## src/rtl/fifo_write_arbiter.sv

```systemverilog
// Purpose: round-robin burst arbiter sharing one FIFO write port among NUM_REQ producers.
// Latency: grant one cycle after a request is seen in IDLE; one word/cycle in a burst; one bubble between bursts.
// Backpressure: fifo_full stalls the owner (grant low, ownership kept); fifo_almost_full only blocks new bursts.
module fifo_write_arbiter #(
   parameter int NUM_REQ    = 4,
   parameter int DATA_WIDTH = 32,
   parameter int MAX_BURST  = 16
) (
   input  logic                            clk,
   input  logic                            rst_n,
   input  logic [NUM_REQ-1:0]              req,
   input  logic [NUM_REQ*DATA_WIDTH-1:0]   req_data,
   input  logic [NUM_REQ-1:0]              req_last,
   output logic [NUM_REQ-1:0]              grant,
   output logic [DATA_WIDTH-1:0]           fifo_wr_data,
   output logic                            fifo_wr_en,
   input  logic                            fifo_full,
   input  logic                            fifo_almost_full,
   output logic                            busy,
   output logic [$clog2(NUM_REQ)-1:0]      cur_owner
);

   localparam int OW = $clog2(NUM_REQ);
   localparam int CW = $clog2(MAX_BURST + 1);
   localparam logic [OW:0]   NREQ_W     = (OW + 1)'(NUM_REQ);
   localparam logic [CW-1:0] CNT_LAST   = CW'(MAX_BURST - 1);
   localparam logic [OW-1:0] OWNER_INIT = OW'(NUM_REQ - 1);

   typedef enum logic {
      IDLE  = 1'b0,
      BURST = 1'b1
   } state_t;

   state_t                 state;
   state_t                 state_nxt;
   logic [OW-1:0]          last_owner;
   logic [CW-1:0]          burst_cnt;

   logic [OW:0]            start_pos;
   logic [OW:0]            sel_sum;
   logic [2*NUM_REQ-1:0]   req_rot;
   logic [OW-1:0]          first_ofs;
   logic [OW-1:0]          sel_idx;
   logic                   sel_vld;

   logic                   own_req;
   logic                   own_last;
   logic [DATA_WIDTH-1:0]  own_data;

   logic                   xfer;
   logic                   release_burst;
   logic                   start_burst;

   // Round-robin pick: rotate requests so bit 0 is last_owner+1, take the
   // lowest set bit, then map the offset back to an absolute index.
   always_comb begin
      start_pos = {1'b0, last_owner} + (OW + 1)'(1);
      req_rot   = {req, req} >> start_pos;
      sel_vld   = |req;
      first_ofs = '0;
      for (int j = NUM_REQ - 1; j >= 0; j--) begin
         if (req_rot[j]) begin
            first_ofs = OW'(j);
         end
      end
      sel_sum = start_pos + {1'b0, first_ofs};
      if (sel_sum >= NREQ_W) begin
         sel_sum = sel_sum - NREQ_W;
      end
      sel_idx = sel_sum[OW-1:0];
   end

   // Select the current owner's request, last flag and data slice.
   always_comb begin
      own_req  = 1'b0;
      own_last = 1'b0;
      own_data = '0;
      for (int i = 0; i < NUM_REQ; i++) begin
         if (cur_owner == OW'(i)) begin
            own_req  = req[i];
            own_last = req_last[i];
            own_data = req_data[i*DATA_WIDTH +: DATA_WIDTH];
         end
      end
   end

   // Next-state and output decode; a burst releases on its last word,
   // on the MAX_BURST-th word, or when the owner drops its request.
   always_comb begin
      state_nxt     = state;
      grant         = '0;
      fifo_wr_en    = 1'b0;
      fifo_wr_data  = '0;
      busy          = 1'b0;
      xfer          = 1'b0;
      release_burst = 1'b0;
      start_burst   = 1'b0;
      case (state)
         IDLE: begin
            if (sel_vld && !fifo_almost_full) begin
               start_burst = 1'b1;
               state_nxt   = BURST;
            end
         end
         BURST: begin
            busy = 1'b1;
            for (int i = 0; i < NUM_REQ; i++) begin
               if (cur_owner == OW'(i)) begin
                  grant[i] = !fifo_full;
               end
            end
            xfer          = own_req && !fifo_full;
            fifo_wr_en    = xfer;
            fifo_wr_data  = own_data;
            release_burst = !own_req || (xfer && (own_last || (burst_cnt == CNT_LAST)));
            if (release_burst) begin
               state_nxt = IDLE;
            end
         end
         default: state_nxt = IDLE;
      endcase
   end

   // State register.
   always_ff @(posedge clk) begin
      if (!rst_n) begin
         state <= IDLE;
      end else begin
         state <= state_nxt;
      end
   end

   // Ownership, priority pointer and per-burst word counter.
   always_ff @(posedge clk) begin
      if (!rst_n) begin
         cur_owner  <= '0;
         last_owner <= OWNER_INIT;
         burst_cnt  <= '0;
      end else begin
         if (start_burst) begin
            cur_owner <= sel_idx;
            burst_cnt <= '0;
         end else if (xfer) begin
            burst_cnt <= burst_cnt + CW'(1);
         end
         if (release_burst) begin
            last_owner <= cur_owner;
         end
      end
   end

endmodule

```

## config.mk

```make
export PLATFORM = sky130hd
export DESIGN_NAME = fifo_write_arbiter
export DESIGN_NICKNAME = d
export VERILOG_FILES = /design/src/rtl/fifo_write_arbiter.sv
export SDC_FILE = /design/constraint.sdc
export NUM_CORES = 1
export LEC_CHECK = 0
export ABC_AREA = 1
export ABC_CLOCK_PERIOD_IN_PS = 1600
export BUFFER_PORTS_ARGS = -buffer_cell sky130_fd_sc_hd__buf_4
export CAP_MARGIN = 20
export CORE_UTILIZATION = 35
export DETAILED_ROUTE_END_ITERATION = 12
export HOLD_SLACK_MARGIN = 0.15
export PLACE_DENSITY = 0.9
export RECOVER_POWER = 50
export SLEW_MARGIN = 10
export SYNTH_ARGS = -nofsm -noshare
export SYNTH_HDL_FRONTEND = slang
export SYNTH_SLANG_ARGS = --single-unit
```

## constraint.sdc

```tcl
create_clock -name clk -period 1.6 [get_ports clk]
set_clock_uncertainty 0.1 [all_clocks]
set_input_delay 0.08 -clock clk [delete_from_list [all_inputs] [get_ports clk]]
set_output_delay 0.08 -clock clk [all_outputs]
set_load 0.05 [all_outputs]
```

==> flow_summary.toml <==
[status]
status = "finished, violations left"
violations = "setup timing"

[synthesis]
synth_commonest_cells = "nand2_1, nand3_1, inv_1, o21ai_0, a21oi_1"
synth_most_common_cell = "nand2_1"
synth_warnings = 0
synth_ff_type = "dfxtp_1"
synth_nets = 469
synth_area_leader_cell = "nand3_1"
synth.top_cell.area_share = 0.168
synth-seq-area-share = 0.114
netlist_instances = 326
syn_avg_cell_area_um2 = 5.38
netlist_area_mm2 = 0.00176
synth_edf_count = 0
async_reset_ff_frac = 0
ys_ff_latch = 10
yosys-top-cells-area = "nand3_1, nand2_1, dfxtp_1, inv_1, o21ai_0"
synth_cell_type_count = 23

[min_path]
hold-path-cell-count = 5
holdPathEnd = "last_owner[0]"
hp-class = "primary input to flop"
hp-start = "fifo_full"

[drt]
initialDrtViolationCount = 250
drc_errors = 0
totalWireLength_um = 11900
drt-pass1-iter-count = 5
wl_per_cell_um = 20.4
ant_nets = 0
routed_via_density = 5.97
vias = 3476

[critical_path]
r2r_end = "burst_cnt[0]"
crit_path_start = "cur_owner[0]"
crit_path_end_kind = "primary output"
path_max_fanout = 7
r2r_setup_slack_ns = -0.05
required_ns = 1.42
worstSetupPathType = "flop to primary output"
critPathArrivalTime_ns = 1.62
critPathLaunchType = "flop"
r2r-start = "cur_owner[0]"
ff2ff_path_depth = 8

[power]
p_comb_frac = 0.786
power.leakage_nw = 2.08
swShare = 0.500
power_switching_mw = 1.36
pwr-share-seq = 0.114
power.share.clock = 0.101
ir_worst_vdd_uv = 677
p_int_mw = 1.36
p_per_area_mw_per_mm2 = 631

[sta]
tightest_slew_ns = 0.382
hold_ws_ns = 0.200
worst_slack_ns = -0.201
fmax_mhz = 555
min_period_over_period = 1.13
rsz0062_at_grt = "true"
hold_viol_final = 0
slew_viol_final = 0
maxSlewHeadroom = 0.745
finalSetupViolCount = 37
fin_crit_ns = 1.80

[final_layout]
antennaDiodeCount = 0
stdcell_count = 582
fin_nets = 659
area_growth_pct = 146
layout-drive-gt1-share = 0.604

[place]
dp_slack_ns = -0.0214
place_congestion = 0.873
io_buffers = 179
dp_hpwl_um = 6730
placedCellCount = 565

[cts]
cts_buffer_depth = 2
root_buffer = "clkbuf_8"
path_clk_slew_ns = 0.05
insertion_delay_ns = 0.24
cts.sinks = 10
cts_buffers = 3
cts_max_level = 1
cts_tree = "done"

[floorplanning]
core_mm2 = 0.00479
initial_core_util = 0.367
die_x_um = 72.8
die_area_mm2 = 0.00530
ioPinCount = 180
die_h_um = 72.8
num_rows = 25

[grt]
grt_usage = 0.371
grt_max_degree = 27
grt_overflow = 0
grt_pass1_wl_um = 15400
antenna_found_initial = 0
first_global_vias = 3143

[job]
drv_cap = 0
[metrics by stage]
step / total power, mW / TNS (ns) / cell area, um2 / utilization
global route: 2.82 / -6.47 / 4310 / 0.901
floorplan: 1.35 / -0.540 / 2130 / -
CTS: 2.45 / -1.30 / 4060 / 0.848
detailed placement: 1.88 / -0.0455 / 3550 / 0.741
global placement: 1.85 / 0 / 3550 / 0.741
finish: 2.72 / -4.34 / 4310 / 0.901
[how the worst max path moves through the flow]
stage | cells after the start | endpoint | slack [ns]
floorplan | 5 | fifo_wr_data[20] | -0.09
global placement | 6 | fifo_wr_data[21] | 0.01
detailed placement | 6 | fifo_wr_data[17] | -0.02
CTS | 8 | fifo_wr_data[8] | -0.06
global route | 5 | fifo_wr_data[20] | -0.27
finish | 6 | fifo_wr_data[20] | -0.20
[area by class of cell]
class,count,area [um2]
multi-input combinational,239,1890
timing repair buffer,206,1830
fill,208,473
inverter,55,235
sequential,10,219
tap,67,83.8
clock buffer,4,45.0
timing repair inverter,1,8.76
[placed cells by master (no fill, tap or decap), drive strengths merged]
cell type    instances
o211ai              18
buf                203
ha                   3
a21oi               20
o221ai              14
dlygate4sd3          2
clkbuf               5
inv                 56
o21ai               39
or2                  1
and3                 1
nand2               66
o21bai               1
nand3b               2
nor3                 1
dfxtp               10
nor2                12
nand4                2
nand3               59
[sequential cells by signal (all words and copies together) (netlist names)]
| register | flops |
|---|---|
| last_owner | 2 |
| state | 1 |
| burst_cnt | 5 |
| cur_owner | 2 |
[timing repair]
| item | CTS | global route |
|---|---|---|
| setup buffers | 6 | 4 |
| pin swaps | 4 | 12 |
| setup endpoints to repair | 39 | 46 |
| hold buffers | 2 | 0 |
| cloned | 2 | 0 |
| hold endpoints to repair | 5 | 0 |
| gates resized for setup | 107 | 57 |
[power by group through the flow]
stage | registers, mW | logic, mW | clock network (mW)
after floorplan | 0.318 | 1.03 | 0
after global placement | 0.299 | 1.55 | 0
after detailed placement | 0.302 | 1.58 | 0
after CTS | 0.305 | 1.87 | 0.272
after global routing | 0.313 | 2.23 | 0.280
final | 0.309 | 2.14 | 0.274
[logic make-up after synthesis]
logic type | after synthesis | synth area share
simple gates | 144 | 0.365
compound gates | 92 | 0.324
buf+inv | 77 | 0.176
flops | 10 | 0.114
fa+ha+maj | 3 | 0.0214
[critical path, stage by stage, from the launching register on]
cell and delay (ns):
dfxtp_4 0.42, nor2_4 0.07, buf_12 0.15, inv_6 0.14, o221ai_2 0.12, a21oi_2 0.27
buf_6 0.21
[metal layers]
metal / part of all wire / vias up / global-route usage
met4: 0.066 / 0 / 0.203
li1: - / 1494 / -
met5: 0 / - / 0
met3: 0.10 / 89 / 0.116
met1: 0.35 / 1593 / 0.380
met2: 0.48 / 300 / 0.671
No activity file was read; power rests on OpenSTA's default activity.
